`src/rtl/fifo_pkg.sv`:
```
// fifo_pkg: shared types and defaults for the chained-element FIFO.
// Rev 1.0
`default_nettype none

package fifo_pkg;

  localparam int FIFO_DEFAULT_WIDTH = 8;

  typedef enum logic [1:0] {
    S_IDLE    = 2'd0,
    S_PRESENT = 2'd1,
    S_SETTLE  = 2'd2,
    S_FLUSH   = 2'd3
  } fifo_reader_state_t;

endpackage

`default_nettype wire

```
`src/rtl/fifo_parity_gen.sv`:
```
// fifo_parity_gen: combinational odd parity over WIDTH bits (1 when the bit count is even).
// Rev 1.0
`default_nettype none

module fifo_parity_gen
  import fifo_pkg::*;
#(
  parameter int WIDTH = FIFO_DEFAULT_WIDTH
) (
  input  logic [WIDTH-1:0] data,
  output logic             parity
);

  assign parity = ~^data;

endmodule

`default_nettype wire

```
`src/rtl/fifo_reader.sv`:
```
// fifo_reader: pops the FIFO head onto a valid/ack port, with flush and delivered-word count.
// Optional rd_parity output under FIFO_READER_PARITY_EN. Rev 1.0
`default_nettype none

module fifo_reader
  import fifo_pkg::*;
#(
  parameter int WIDTH     = FIFO_DEFAULT_WIDTH,
  parameter int CNT_WIDTH = 16
) (
  input  logic                 clk,
  input  logic                 reset_n,
  input  logic                 head_used,
  input  logic [WIDTH-1:0]     head_q,
  output logic                 head_strobe,
  input  logic                 flush,
  output logic [WIDTH-1:0]     rd_data,
  output logic                 rd_valid,
  input  logic                 rd_ack,
  output logic [CNT_WIDTH-1:0] rd_count
`ifdef FIFO_READER_PARITY_EN
  ,
  output logic                 rd_parity
`endif
);

  fifo_reader_state_t state;

`ifdef FIFO_READER_PARITY_EN
  logic head_parity;

  fifo_parity_gen #(
    .WIDTH (WIDTH)
  ) u_parity (
    .data   (head_q),
    .parity (head_parity)
  );
`endif

  always_ff @(posedge clk or negedge reset_n) begin
    if (!reset_n) begin
      state       <= S_IDLE;
      head_strobe <= 1'b0;
      rd_valid    <= 1'b0;
      rd_data     <= '0;
      rd_count    <= '0;
`ifdef FIFO_READER_PARITY_EN
      rd_parity   <= 1'b1;
`endif
    end else begin
      case (state)
        S_IDLE: begin
          head_strobe <= 1'b0;
          if (flush) begin
            state <= S_FLUSH;
          end else if (head_used) begin
            rd_data     <= head_q;
`ifdef FIFO_READER_PARITY_EN
            rd_parity   <= head_parity;
`endif
            rd_valid    <= 1'b1;
            head_strobe <= 1'b1;
            state       <= S_PRESENT;
          end
        end
        S_PRESENT: begin
          head_strobe <= 1'b0;
          // flush beats a simultaneous ack: the word is dropped uncounted
          if (flush) begin
            rd_valid <= 1'b0;
            state    <= S_FLUSH;
          end else if (rd_ack) begin
            rd_valid <= 1'b0;
            rd_count <= rd_count + 1'b1;
            state    <= S_SETTLE;
          end
        end
        S_SETTLE: begin
          head_strobe <= 1'b0;
          state       <= S_IDLE;
        end
        S_FLUSH: begin
          // strobe/settle alternation lets head_used catch up after each pop
          head_strobe <= !head_strobe && head_used && flush;
          if (!head_strobe && (!flush || !head_used))
            state <= S_IDLE;
        end
        default: begin
          head_strobe <= 1'b0;
          rd_valid    <= 1'b0;
          state       <= S_IDLE;
        end
      endcase
    end
  end

endmodule

`default_nettype wire

```
`config.mk`:
```
export PLATFORM = sky130hd
export DESIGN_NAME = fifo_reader
export DESIGN_NICKNAME = d
export VERILOG_FILES = /design/src/rtl/fifo_pkg.sv /design/src/rtl/fifo_parity_gen.sv /design/src/rtl/fifo_reader.sv
export SDC_FILE = /design/constraint.sdc
export NUM_CORES = 1
export LEC_CHECK = 0
export BUFFER_PORTS_ARGS = -buffer_cell sky130_fd_sc_hd__buf_2
export CORE_MARGIN = 2
export CORE_UTILIZATION = 53
export CTS_CLUSTER_SIZE = 8
export DETAILED_ROUTE_END_ITERATION = 10
export PLACE_DENSITY_LB_ADDON = 0.2
export SYNTH_ARGS = -nofsm -noshare
export SYNTH_HDL_FRONTEND = slang
export SYNTH_SLANG_ARGS = --single-unit
```
`constraint.sdc`:
```
create_clock -name clk -period 5.1 [get_ports clk]
set_input_delay 0.255 -clock clk [delete_from_list [all_inputs] [get_ports clk]]
set_output_delay 0.255 -clock clk [all_outputs]
set_load 0.02 [all_outputs]
```
==> flow_summary.toml, run 1 <==
[sta]
rsz0062_at_grt = "no"
hold_slack_ns = 0.159
hold_viol = 0
maxSlewViolCount = 0
finalCritPeriodShare = 0.382
finalSetupViolations = 0
period_minus_slack_ns = 1.95
fmax_ghz = 0.514
fin_skew_ns = 0.00494
fin_ws_ns = 3.15
relSlewSlack = 0.609
tightestPinTransition_ns = 0.586
timing.setup.tns_ns = 0

[power_and_ir_drop]
p_per_area_nw_per_um2 = 438
peakVddDrop_mv = 0.334
p_leak_uw = 0.000726

[die]
io_pins = 39
die-area_um2 = 2680
die_w_um = 51.8
die_h_um = 51.8
start_util = 0.553
rows = 17
core-area_um2 = 2190

[synthesis]
synth_area_leader_cell = "dfrtp_1"
synthSimpleGateAreaFrac = 0.144
yosys.area.top_type_share = 0.579
synth_cell_types = 29
synth-seq-cells = 28
synthAdderAreaFrac = 0.0103
yosysSeqAreaShare = 0.579
synth-xor-area-share = 0.108
synth_top_family_by_area = "simple AND/OR/NAND/NOR gates"
syn-cell-area_um2 = 1210
syn_inst = 98
synth_mux_area_frac = 0.0919
synth_fp_nets = 112
avgSynthCellArea_um2 = 12.4
synthTopCellsByArea = "dfrtp_1 58%, xnor2_1 8.7%, mux2_1 8.4%"
synth_compound_area_frac = 0.0393
ys_warn_count = 0

[placement]
dp.cells = 162
io_buffers = 38
gp_routability_congestion = 0.848
pre_cts_slack_ns = 3.17
place_hpwl_mm = 1.64

[critical_path]
worst-path-max-fanout = 10
arrival_ns = 2.16
required_ns = 5.31
crit_type = "reg2reg"
cp-end-kind = "register"
start_kind = "register"

[clock_tree]
cts_sinks = 28
post_cts_buffers = 0
htree_levels = 1
cts_buffers = 3
clk_latency_ns = 0.31
cts_tree = "yes"
clk_pin_slew_worst_paths_ns = 0.13
clockBufferDepth = 2
cts_root_buffer = "clkbuf_4"

[cells_and_area]
antenna_cells = 0
utilization = 0.662
final_cells = 166
fin_nets = 154
area_growth_pct = 19.7
final_layout_size_suffix_gt1_frac = 0.326

[outcome]
run_status = "complete, no violations"

[detailed_routing]
drc = 0
post_drt_wl_per_cell_um = 12.8
detail-route-antenna-nets = 0
via_count = 861
dr.pass1.iters = 4
routed_wirelength_mm = 2.13
viasPerCell = 5.19
initialDrtViolationCount = 10

[grt]
first_global_vias = 806
antenna_found_initial = 0
grt_usage = 0.181
grt-ovfl-total = 0
grt_max_degree = 29
grt_pass1_wl_mm = 3.51

[job]
maxCapViolations = 0

[hold_path]
hold_class = "in2reg"
-- Yosys cell counts --
cell	count
and4_4	1
nand3_1	4
xnor2_1	12
mux2_1	9
o21ai_1	3
a21oi_1	1
nor2_2	1
and3_1	3
or3b_1	1
inv_1	1
clkinv_1	1
and4bb_1	1
o21ai_0	2
o211ai_1	1
or3_1	1
nor2_1	3
nand4b_1	1
nand2_1	8
dfrtp_1	28
inv_2	2
buf_6	1
buf_4	1
and4_1	1
nand4_1	4
o32a_1	1
mux2i_1	1
xor2_1	3
ha_1	1
and2_1	1
-- state kept, by name, summed over array words and instances, names as in the netlist --
register     count
rd_data          8
rd_valid         1
state            2
head_strobe      1
rd_count        16
-- stage by stage --
step                power (µW)  area, µm²
global route               678       1450
global placement           544       1420
detailed placement         556       1420
finish                     635       1450
floorplan                  481       1210
CTS                        639       1450
-- report_power, final --
group	internal [µW]	total [µW]	leakage, µW	switching, µW
Clock	27.6	84.3	0.0000138	56.7
Sequential	280	330	0.000358	49.7
Combinational	89.2	221	0.000354	131
-- worst max-delay path: stages (launching register included) --
cell	delay, ns
dfrtp_1	0.50
and4bb_1	0.54
and4_4	0.31
or3b_1	0.36
xnor2_1	0.14
-- routing by layer --
metal / vias up / share of wire / wire length, µm / global-route usage
met3: 4 / 0.063 / 134 / 0.0287
met4: 0 / 0.019 / 41 / 0.105
li1: 419 / - / - / -
met5: - / 0 / 0 / 0
met1: 408 / 0.44 / 940 / 0.232
met2: 30 / 0.48 / 1020 / 0.291
-- final timing paths --
path / startpoint / endpoint / slack [ns] / depth (start not counted)
hold reg to reg: rd_data[0]$_DFFE_PN0P_ / rd_data[0]$_DFFE_PN0P_ / 0.50 / 1
min in group asynchronous: reset_n / rd_data[0]$_DFFE_PN0P_ / 0.46 / 2
setup reg to reg: state[1]$_DFFE_PN0P_ / rd_count[15]$_DFFE_PN0P_ / 3.15 / 4
hold / removal: head_q[5] / rd_data[5]$_DFFE_PN0P_ / 0.16 / 2
setup / recovery: state[1]$_DFFE_PN0P_ / rd_count[15]$_DFFE_PN0P_ / 3.15 / 4
max in group asynchronous: reset_n / rd_count[12]$_DFFE_PN0P_ / 4.26 / 2
-- cell type report --
class	instances	area, µm²
timing repair buffer	39	200
sequential	28	701
multi-input combinational	64	477
fill	180	741
inverter	4	15.0
clock buffer	3	22.5
tap	28	35.0
-- cell usage in the layout, fill, tap and decap left out --
master,Yosys,layout
and4bb_1,1,1
or3b_1,1,1
xnor2_1,12,12
and2_1,1,1
dfrtp_1,28,28
and3_1,3,3
nand4b_1,1,1
mux2i_1,1,1
o32a_1,1,1
clkbuf_4,0,3
or3_1,1,1
nand2_1,8,8
nor2_2,1,1
xor2_1,3,3
buf_2,0,38
and4_4,1,1
and4_1,1,1
o21ai_0,2,2
a21oi_1,1,1
dlygate4sd3_1,0,1
inv_1,1,1
clkinv_1,1,1
inv_2,2,2
o211ai_1,1,1
o21ai_1,3,3
mux2_1,9,9
ha_1,1,1
nand3_1,4,4
nor2_1,3,3
nand4_1,4,4
-- what timing repair did --
action,4_1_cts,5_1_grt
hold endpoints to repair,28,0
resized for setup,0,0
hold buffers,1,0
-- logic make-up (layout without fill, tap and decap cells) --
logic type	after synthesis	after routing
compound gates	8	8
xor+xnor	15	15
fa+ha+maj	1	1
buf+inv	6	46
flops	28	28
mux	10	10
simple gates	30	30
No activity file was read; power rests on OpenSTA's default activity.
==> run 2: changes to the inputs <==
--- a/config.mk
+++ b/config.mk
@@ -7,7 +7,7 @@
 export LEC_CHECK = 0
 export BUFFER_PORTS_ARGS = -buffer_cell sky130_fd_sc_hd__buf_2
 export CORE_MARGIN = 2
-export CORE_UTILIZATION = 53
+export CORE_UTILIZATION = 44
 export CTS_CLUSTER_SIZE = 8
 export DETAILED_ROUTE_END_ITERATION = 10
 export PLACE_DENSITY_LB_ADDON = 0.2
==> constraint.sdc (replaced) <==
create_clock -name clk -period 1.6 [get_ports clk]
set_input_delay 0.08 -clock clk [delete_from_list [all_inputs] [get_ports clk]]
set_output_delay 0.08 -clock clk [all_outputs]
set_load 0.02 [all_outputs]
==> run 2 against run 1 <==
Sequential share of layout area down 5.5 points. Clock skew up 0.0013 ns. Power rose to 3.4 times the previous value. Setup slack worse by 3.1 ns. Sequential cell count unchanged. Combinational power rose to 3.8 times the previous value. Wire length up 11%. Sequential power rose to 3.1 times the previous value.
==> flow_summary.toml, run 2 (synthesized netlist as in run 1, its figures left out) <==
[cells_and_area]
largest_reg_flops = 16
antenna_cells = 0
nFillCells = 235
seq_area_um2 = 701
layout_commonest_cell = "buf_2"
fin_nets = 172
final_cell_mix = "38 x buf_2, 28 x dfrtp_1, 12 x xnor2_1"
final_cells = 188
utilization = 0.610
final_layout_size_suffix_gt1_frac = 0.350
area_growth_pct = 35.2
largest-register = "rd_count"
multi_input_area_um2 = 477
reg_top3 = "rd_count x16, rd_data x8, state x2"

[clock_tree]
clk_pin_slew_worst_paths_ns = 0.13
cts_buffers = 3
clk_latency_ns = 0.32
cts_sinks = 28
cts_root_buffer = "clkbuf_4"
cts_tree = "yes"
ctsResizeCount = 0
clockBufferDepth = 2
htree_levels = 1

[die]
rows = 19
die_h_um = 56.5
start_util = 0.451
io_pins = 39
die_w_um = 56.5
core-area_um2 = 2690
die-area_um2 = 3190

[detailed_routing]
routed_wirelength_mm = 2.37
initialDrtViolationCount = 21
via_count = 953
viasPerCell = 5.07
post_drt_wl_per_cell_um = 12.6
detail-route-antenna-nets = 0
drc = 0
dr.pass1.iters = 4

[grt]
grt-ovfl-total = 0
antenna_found_initial = 0
use_met3 = 0.0276
gr-usage-met1 = 0.189
grt_usage = 0.166
grt_pass1_wl_mm = 4.20
first_global_vias = 996
grt_max_degree = 29
grt_util_met2 = 0.301
grt-busiest-layer = "met2"

[power_and_ir_drop]
clockPowerShare = 0.151
combPwrFrac = 0.383
p_sw_uw = 792
p_per_area_nw_per_um2 = 1330
p_total_uw = 2180
power.internal_uw = 1390
seq_power_share = 0.466
p_leak_uw = 0.000819
peakVddDrop_mv = 1.06
switching_share = 0.363

[sta]
rsz0062_at_grt = "yes"
hold_viol = 0
finalCritPeriodShare = 0.984
maxSlewViolCount = 0
finalSetupViolations = 0
period_minus_slack_ns = 1.57
fmax_ghz = 0.635
fin_skew_ns = 0.00619
relSlewSlack = 0.603
tightestPinTransition_ns = 0.596
timing.setup.tns_ns = 0

[placement]
place_hpwl_mm = 1.73
dp.cells = 173
io_buffers = 38
gp_routability_congestion = 0.750

[critical_path]
r2r_setup_slack_ns = 0.07
arrival_ns = 1.79
r2r_cells = 4
cp-end-kind = "register"
timing.rr.start = "state[1]$_DFFE_PN0P_"
start_kind = "input port"
worst-path-max-fanout = 8
timing.rr.end = "rd_data[4]$_DFFE_PN0P_"
required_ns = 1.81
crit_path_start = "flush"
crit_type = "in2reg"

[hold_path]
hold_class = "in2reg"
whs_path_depth = 3
holdPathEnd = "head_strobe$_DFF_PN0_"
holdCritStartpoint = "head_used"

[job]
maxCapViolations = 0

[outcome]
run_status = "complete, no violations"
run 2: cell types whose count changed in the layout (fill, tap and decap cells not counted):
cell           previous run  this run
buf_4                     0         8
buf_12                    0         1
dlygate4sd3_1             1        10
clkbuf_8                  0         1
run 2: worst max path at each step:
stage / end / slack (ns) / depth (start not counted)
after global placement: rd_count[15]$_DFFE_PN0P_ / 0.13 / 4
after global routing: rd_data[7]$_DFFE_PN0P_ / -0.008 / 6
after detailed placement: rd_data[4]$_DFFE_PN0P_ / 0.09 / 4
final: rd_data[4]$_DFFE_PN0P_ / 0.03 / 6
after floorplan: rd_count[15]$_DFFE_PN0P_ / -0.08 / 6
after CTS: rd_count[15]$_DFFE_PN0P_ / 0.06 / 4
run 2: layout make-up:
type / count / area share
Sequential cell: 28 / 0.428
Multi-Input combinational cell: 64 / 0.291
Timing Repair Buffer: 57 / 0.226
Tap cell: 31 / 0.0237
Clock buffer: 4 / 0.0222
Inverter: 4 / 0.00917
run 2: worst max-delay path, cell delays in order:
cell	delay, ns
dlygate4sd3_1	0.55
buf_2	0.15
or3_1	0.41
nor2_2	0.14
buf_12	0.14
mux2_1	0.32
run 2: stage by stage:
step           hold WS [ns]  worst slack [ns]  cell area, µm²
2_1_floorplan        -0.216           -0.0821            1210
3_3_place_gp          0.119             0.133            1490
3_5_place_dp          0.124            0.0898            1490
4_1_cts              0.0140            0.0551            1630
5_1_grt              0.0134          -0.00799            1640
6_report             0.0307            0.0256            1640
run 2: layer usage:
layer / routed length, µm / vias up / part of all wire
li1: - / 455 / -
met1: 963 / 467 / 0.41
met2: 1250 / 27 / 0.52
met3: 130 / 4 / 0.055
met4: 33 / 0 / 0.014
met5: 0 / - / 0
run 2: power groups by stage:
stage	sequential [µW]	combinational, µW	clock, µW
after floorplan	1240	301	0
after global placement	1010	804	0
after detailed placement	1030	822	0
after CTS	1020	842	345
after global routing	1050	920	384
final	1020	837	330
run 2: timing repair:
action,CTS,global route
hold buffers,10,0
setup buffers,0,1
setup endpoints to repair,0,5
hold endpoints to repair,37,0
